`config.mk`:
```
export PLATFORM = sky130hd
export DESIGN_NAME = mul_issue_ctrl
export DESIGN_NICKNAME = d
export VERILOG_FILES = /design/src/rtl/mul_issue_ctrl.sv
export SDC_FILE = /design/constraint.sdc
export NUM_CORES = 1
export LEC_CHECK = 0
export BUFFER_PORTS_ARGS = -buffer_cell sky130_fd_sc_hd__buf_2
export CORE_ASPECT_RATIO = 0.75
export CORE_MARGIN = 3
export CORE_UTILIZATION = 43
export DETAILED_ROUTE_END_ITERATION = 8
export PLACE_DENSITY = 0.78
export SETUP_SLACK_MARGIN = 0.05
export SYNTH_ARGS = -nofsm -noshare
export SYNTH_HDL_FRONTEND = slang
export SYNTH_SLANG_ARGS = --single-unit
```
`constraint.sdc`:
```
create_clock -name clk -period 3.4 [get_ports clk]
set_input_delay 0.51 -clock clk [delete_from_list [all_inputs] [get_ports clk]]
set_output_delay 0.51 -clock clk [all_outputs]
set_load 0.02 [all_outputs]
```
`src/rtl/mul_issue_ctrl.sv`:
```
`default_nettype none
// ============================================================================
//  Module      : mul_issue_ctrl
//  Description : Sequencing controller between the execute-stage issue logic
//                and an iterative multiplier. It accepts one MUL at a time,
//                pulses the multiplier start, stalls upstream until the
//                result returns and presents a one-cycle writeback. It also
//                handles flushes mid-operation and a watchdog timeout.
//  Options     : MUL_RESULT_CACHE_EN - when defined, the last completed
//                {rs1, rs2, result} is kept. A matching request then
//                completes in one cycle without starting the multiplier.
//  Revision    : 1.0 - initial release
// ============================================================================
module mul_issue_ctrl #(
    parameter int WIDTH   = 32,
    parameter int TIMEOUT = 64,
    parameter int RD_W    = 5
) (
    input  logic             clk,
    input  logic             rst,
    input  logic             req_valid_i,
    input  logic [WIDTH-1:0] req_rs1_i,
    input  logic [WIDTH-1:0] req_rs2_i,
    input  logic [RD_W-1:0]  req_rd_i,
    output logic             req_ready_o,
    input  logic             flush_i,
    output logic             stall_o,
    output logic             mul_start_o,
    output logic [WIDTH-1:0] mul_rs1_o,
    output logic [WIDTH-1:0] mul_rs2_o,
    input  logic [WIDTH-1:0] mul_result_i,
    input  logic             mul_valid_i,
    input  logic             mul_busy_i,
    output logic             wb_valid_o,
    output logic [RD_W-1:0]  wb_rd_o,
    output logic [WIDTH-1:0] wb_data_o,
    output logic             err_o
);

    localparam logic [2:0] c_IDLE  = 3'd0;
    localparam logic [2:0] c_ISSUE = 3'd1;
    localparam logic [2:0] c_WAIT  = 3'd2;
    localparam logic [2:0] c_DONE  = 3'd3;
    localparam logic [2:0] c_DRAIN = 3'd4;

    localparam int                 c_CNT_W    = $clog2(TIMEOUT + 1);
    localparam logic [c_CNT_W-1:0] c_CNT_LAST = c_CNT_W'(TIMEOUT - 1);
    localparam logic [c_CNT_W-1:0] c_CNT_ONE  = c_CNT_W'(1);

    logic [2:0]         state_q;
    logic [2:0]         state_d;
    logic [c_CNT_W-1:0] cnt_q;
    logic [c_CNT_W-1:0] cnt_d;

    logic [WIDTH-1:0]   op_rs1_q;
    logic [WIDTH-1:0]   op_rs2_q;
    logic [RD_W-1:0]    wb_rd_q;
    logic [WIDTH-1:0]   wb_data_q;
    logic               mul_start_q;
    logic               err_q;

    logic               w_accept;
    logic               w_hit;
    logic [WIDTH-1:0]   w_hit_data;
    logic               w_timeout;

    // A request is taken only from IDLE, never while killed or while the
    // multiplier is still busy with something else.
    assign w_accept  = (state_q == c_IDLE) && req_valid_i && !flush_i && !mul_busy_i;
    assign w_timeout = (cnt_q == c_CNT_LAST);

`ifdef MUL_RESULT_CACHE_EN
    logic             cache_valid_q;
    logic [WIDTH-1:0] cache_rs1_q;
    logic [WIDTH-1:0] cache_rs2_q;
    logic [WIDTH-1:0] cache_res_q;

    assign w_hit      = cache_valid_q && (req_rs1_i == cache_rs1_q) && (req_rs2_i == cache_rs2_q);
    assign w_hit_data = cache_res_q;

    // Remember the last good result; any kill or timeout invalidates it.
    always_ff @(posedge clk or posedge rst) begin
        if (rst) begin
            cache_valid_q <= 1'b0;
            cache_rs1_q   <= '0;
            cache_rs2_q   <= '0;
            cache_res_q   <= '0;
        end else if (flush_i && (state_q != c_IDLE)) begin
            cache_valid_q <= 1'b0;
        end else if ((state_q == c_WAIT) && mul_valid_i) begin
            cache_valid_q <= 1'b1;
            cache_rs1_q   <= op_rs1_q;
            cache_rs2_q   <= op_rs2_q;
            cache_res_q   <= mul_result_i;
        end else if (((state_q == c_WAIT) || (state_q == c_DRAIN)) && w_timeout) begin
            cache_valid_q <= 1'b0;
        end
    end
`else
    assign w_hit      = 1'b0;
    assign w_hit_data = '0;
`endif

    // State register; reset lands in IDLE immediately.
    always_ff @(posedge clk or posedge rst) begin
        if (rst) begin
            state_q <= c_IDLE;
            cnt_q   <= '0;
        end else begin
            state_q <= state_d;
            cnt_q   <= cnt_d;
        end
    end

    // Next-state and watchdog counter; in WAIT a flush beats a result.
    always_comb begin
        state_d = state_q;
        cnt_d   = '0;
        case (state_q)
            c_IDLE: begin
                if (w_accept) begin
                    state_d = w_hit ? c_DONE : c_ISSUE;
                end
            end
            c_ISSUE: begin
                // The start pulse is already out, so a kill here must drain.
                state_d = flush_i ? c_DRAIN : c_WAIT;
            end
            c_WAIT: begin
                cnt_d = cnt_q + c_CNT_ONE;
                if (flush_i) begin
                    // A result arriving with the kill leaves nothing to drain.
                    state_d = mul_valid_i ? c_IDLE : c_DRAIN;
                    cnt_d   = '0;
                end else if (mul_valid_i || w_timeout) begin
                    state_d = c_DONE;
                end
            end
            c_DONE: begin
                state_d = c_IDLE;
            end
            c_DRAIN: begin
                cnt_d = cnt_q + c_CNT_ONE;
                if (mul_valid_i || w_timeout) begin
                    state_d = c_IDLE;
                end
            end
            default: begin
                state_d = c_IDLE;
            end
        endcase
    end

    // Handshake, stall and writeback strobe decoded from the current state.
    always_comb begin
        stall_o    = 1'b0;
        wb_valid_o = 1'b0;
        case (state_q)
            c_IDLE:  stall_o = req_valid_i && !flush_i && !(w_accept && w_hit);
            c_ISSUE: stall_o = 1'b1;
            c_WAIT:  stall_o = 1'b1;
            c_DONE:  wb_valid_o = !flush_i;
            c_DRAIN: stall_o = req_valid_i;
            default: stall_o = 1'b0;
        endcase
    end

    assign req_ready_o = w_accept;

    // Operand latches, start pulse, writeback payload and sticky error.
    always_ff @(posedge clk or posedge rst) begin
        if (rst) begin
            mul_start_q <= 1'b0;
            op_rs1_q    <= '0;
            op_rs2_q    <= '0;
            wb_rd_q     <= '0;
            wb_data_q   <= '0;
            err_q       <= 1'b0;
        end else begin
            // Only an accept can raise start, and accepts happen only in
            // IDLE, so the pulse can never repeat on the following cycle.
            mul_start_q <= w_accept && !w_hit;
            if (w_accept) begin
                op_rs1_q <= req_rs1_i;
                op_rs2_q <= req_rs2_i;
                wb_rd_q  <= req_rd_i;
                if (w_hit) begin
                    wb_data_q <= w_hit_data;
                end
            end
            if ((state_q == c_WAIT) && !flush_i) begin
                if (mul_valid_i) begin
                    wb_data_q <= mul_result_i;
                end else if (w_timeout) begin
                    wb_data_q <= '0;
                    err_q     <= 1'b1;
                end
            end
            if ((state_q == c_DRAIN) && !mul_valid_i && w_timeout) begin
                err_q <= 1'b1;
            end
        end
    end

    assign mul_start_o = mul_start_q;
    assign mul_rs1_o   = op_rs1_q;
    assign mul_rs2_o   = op_rs2_q;
    assign wb_rd_o     = wb_rd_q;
    assign wb_data_o   = wb_data_q;
    assign err_o       = err_q;

endmodule
`default_nettype wire
```
; After elaboration in Yosys (flattened, before gate mapping)
; Index checks and enable logic that the tools add are counted.
[totals]
register_bits = 113
input_bits = 107
word_cells = 54
[op_classes]
n_addsub = 1
n_reduce_logical = 19
eq_ne = 9
n_mux = 17
[op_table]
columns = op, n
row1 = two-way mux 32 bit, 2
row2 = two-way mux 3 bit, 6
row3 = one-hot mux 7 bit (2 select lines), 1
row4 = one-hot mux 3 bit (4 select lines), 1
row5 = "adder 7 x 1 -> 7 bit, second input constant", 1
row6 = "== test 7 x 6 -> 1 bit, second input constant", 1
row7 = logical AND 1 bit, 7
row8 = two-way mux 7 bit, 1
row9 = "== test 3 x 2 -> 1 bit, second input constant", 2
row10 = AND reduction 3 bit, 2
row11 = nonzero test 2 bit, 3
row12 = two-way mux 1 bit, 5
row13 = "inequality test 2 bit, second input constant", 2
row14 = "== test 3 x 1 -> 1 bit, second input constant", 1
row15 = "== test 3 bit, second input constant", 1
row16 = zero test 1 bit, 3
row17 = zero test 3 bit, 1
row18 = "inequality test 3 bit, second input constant", 1
row19 = one-hot mux 1 bit (3 select lines), 1
row20 = "inequality test 2 x 1 -> 1 bit, second input constant", 1
row21 = AND reduction 2 bit, 1
row22 = OR reduction 2 bit, 1
row23 = logical OR 1 bit, 1

; Logic depth before layout (Yosys ltp)
[depth]
depth_word = 6
ltp_mapped = 6
depth_no_buf = 4

; Least setup slack after synthesis
; No wires, ideal clock.
[synth_timing]
path_kind = reg-to-output
start = register state_q[0]
end = output port req_ready_o
slack_ns = 1.289
arrival_time_ns = 1.601
stages_incl_launch_ff = 5
path_cell_list = dfrtp_1 > buf_2 > or4b_4 > nor3_4 > buf_6
[synth_via]
elab_chain_cells = 4
[synth_rtl]
columns = item, line_no
row1 = from (decl), 50  ; logic [2:0] state_q;
row2 = from (signal assigned), 107  ; state_q <= c_IDLE;
row3 = from (signal assigned), 110  ; state_q <= state_d;
row4 = zero test 3 bit, 69  ; assign w_accept = (state_q == c_IDLE) && req_valid_i && !flush_i && !mul_busy_i;
row5 = logical AND 1 bit (3 in a row), 69
row6 = to (decl), 25  ; output logic req_ready_o,
; Every way passes these cells.

; Final worst setup path
; Same ends and word-level chain as after synthesis.

==> impl_metrics.py <==
metrics = {
    "critical_path": {
        "crit_path_end_kind": "primary output",
        "cp_data_arrival_time_ns": 2.26,
        "start_kind": "flip-flop",
        "worstSetupPathType": "reg -> out",
        "critical_path.max_fanout": 31,
        "required_ns": 2.89,
    },
    "timing": {
        "min_period_ns": 2.77,
        "rsz0062_at_grt": "false",
        "worstMarginPinSlew_ns": 0.839,
        "maxSlewViolCount": 0,
        "whs_ns": 0.259,
        "period_share_pct": 81.4,
        "maxSlewHeadroom_pct": 44.0,
        "setup_viol": 0,
        "hold_viol": 0,
        "fin_skew_ns": 0.0148,
        "finalSetupTns_ns": 0,
        "clock.fmax_ghz": 0.361,
    },
    "routing": {
        "viasPerCell": 5.07,
        "wirelength_mm": 12.4,
        "num_vias": 3925,
        "drcViolationCount": 0,
        "dr.pass1.iters": 4,
        "drtIter0Drc": 172,
        "ant_nets": 0,
        "wire_per_inst_um": 16.0,
    },
    "layout": {
        "final_cell_mix": "212 x buf_2, 113 x dfrtp_1, 65 x nand3_1, 63 x mux2_2, 34 x nand2_1",
        "fin_area_sq_um": 6640,
        "fillers": 847,
        "multi_input_area_sq_um": 1860,
        "final_util_pct": 62.4,
        "register_area_sq_um": 2830,
        "layout_commonest_cell": "buf_2",
        "drive_gt1_share_pct": 50.4,
        "num-nets-final": 732,
        "area_growth_pct": 36.5,
    },
    "clock_tree": {
        "path_clk_slew_ns": 0.06,
        "cts.sinks": 113,
        "post_cts_resized": 0,
        "cts_tree": "done",
        "cts_hold_buf": 0,
        "cts_buffers": 17,
        "ctsRootBufferMaster": "clkbuf_16",
        "h-tree-depth": 4,
        "post-cts-setup-buffers": 0,
        "clk_latency_ns": 0.41,
        "clockBufferDepth": 2,
    },
    "grt": {
        "grt_pass1_wl_mm": 20.1,
        "grt_usage_pct": 19.8,
        "grt.overflow.total": 0,
        "grt_pass1_vias": 3952,
        "antenna_found_initial": 1,
        "grt_max_degree": 78,
    },
    "power_and_ir_drop": {
        "power_leakage_nw": 3.12,
        "p_per_area_nw_per_um2": 884,
        "ir_drop_v": 0.000300,
    },
    "worst_hold_path": {
        "hp-class": "in -> async",
    },
    "outcome": {
        "outcome": "completed",
    },
    "logic_synthesis": {
        "ys_types": 31,
        "async_flop_share_pct": 100,
        "synth_edf_count": 0,
        "synth_fp_nets": 524,
        "synth_area_sq_um": 4870,
        "synth.avg_cell_area_sq_um": 11.7,
        "yosys_warnings": 0,
        "ys_ff_latch": 113,
        "ys.flop_type": "dfrtp_1",
        "seq_area_frac_synth_pct": 58.1,
        "synth_cells": 416,
    },
    "placed_design": {
        "routabilityCongestion": 0.764,
        "portBuffers": 212,
        "dp_hpwl_mm": 8.75,
        "postPlaceCellArea_sq_um": 6010,
    },
    "die": {
        "start_util_pct": 45.7,
        "boundaryPins": 213,
        "rows": 32,
        "die_y_um": 98.1,
        "core_sq_um": 10700,
        "fp.dieArea_sq_um": 12600,
        "die_w_um": 129,
    },
    "flow_run": {
        "cap_violations": 0,
    },
}
[where the power goes]
group | switching, mW | internal (mW) | total, mW
registers | 0.263 | 1.82 | 2.09
clock network | 0.653 | 1.24 | 1.89
logic | 1.12 | 0.772 | 1.89
total | 2.03 | 3.84 | 5.87
[area by class of cell]
cell class                 count  share of cell area [%]
sequential                   113                    42.6
multi-input combinational    266                    27.9
timing repair buffer         219                    16.9
clock buffer                  18                    6.46
clock inverter                14                    3.05
tap                          136                    2.56
inverter                       7                   0.452
antenna                        1                  0.0377
[kinds of logic after synthesis]
logic type / Yosys count / synth area share, %
XOR/XNOR: 4 / 0.720
buffers and inverters: 37 / 3.96
AO/OA/AOI/OAI: 44 / 5.06
multiplexers: 69 / 16.0
flip-flops: 113 / 58.1
adder cells (fa/ha/maj): 1 / 0.257
AND/OR/NAND/NOR: 148 / 15.9
[final timing paths]
path | start | end | slack [ns] | cells past startpoint
max | state_q[0]$_DFFE_PP0P_ | req_ready_o | 0.63 | 4
min | rst | mul_rs1_o[18]$_DFFE_PP0P_ | 0.26 | 2
max reg2reg | state_q[0]$_DFFE_PP0P_ | wb_rd_o[0]$_DFFE_PP0P_ | 1.14 | 4
min reg2reg | err_o$_DFFE_PP0P_ | err_o$_DFFE_PP0P_ | 0.47 | 2
max in group asynchronous | rst | cnt_q[1]$_DFF_PP0_ | 2.29 | 3
min in group clk | req_rs1_i[31] | mul_rs1_o[31]$_DFFE_PP0P_ | 0.33 | 2
[stage by stage]
stage	instances	setup slack, ns	total power [mW]
floorplan	416	1.29	3.30
global placement	741	0.971	3.94
detailed placement	741	0.946	4.02
CTS	773	0.609	5.94
global route	773	0.510	6.19
finish	774	0.631	5.87
[cells in the mapped netlist (2+ instances only)]
| cell type | count | area (sq um) |
|---|---|---|
| nor2b_1 | 32 | 200 |
| clkbuf_1 | 22 | 82.6 |
| mux2_2 | 63 | 709 |
| mux2_1 | 6 | 67.6 |
| dfrtp_1 | 113 | 2830 |
| nand3_1 | 65 | 325 |
| buf_6 | 7 | 78.8 |
| o21ai_0 | 32 | 160 |
| xor2_1 | 2 | 17.5 |
| a31o_2 | 2 | 17.5 |
| nand2_1 | 34 | 128 |
| xnor2_1 | 2 | 17.5 |
| nor2_1 | 7 | 26.3 |
| inv_1 | 7 | 26.3 |
| a21oi_1 | 5 | 25.0 |
| o311ai_0 | 2 | 17.5 |
[flip-flops by register name, summed over array words and instances (netlist names)]
name         flops
mul_rs1_o       32
mul_rs2_o       32
wb_data_o       32
cnt_q            7
wb_rd_o          5
state_q          3
err_o            1
mul_start_o      1
[critical path, stage by stage, from the launching register on]
cell and delay, ns:
dfrtp_1 0.50, or4b_4 0.60, nor3_4 0.14, buf_4 0.37
buf_2 0.24
[routing by layer]
layer | part of all wire, % | GRT usage [%] | wire (um) | vias to the layer above
met3 | 8.6 | 7.65 | 1070 | 4
li1 | - | - | - | 1865
met1 | 42 | 25.4 | 5180 | 1894
met2 | 49 | 32.7 | 6100 | 162
met4 | 0.15 | 2.91 | 18 | 0
met5 | 0 | 0 | 0 | -
Power figures use the tool's default switching activity.
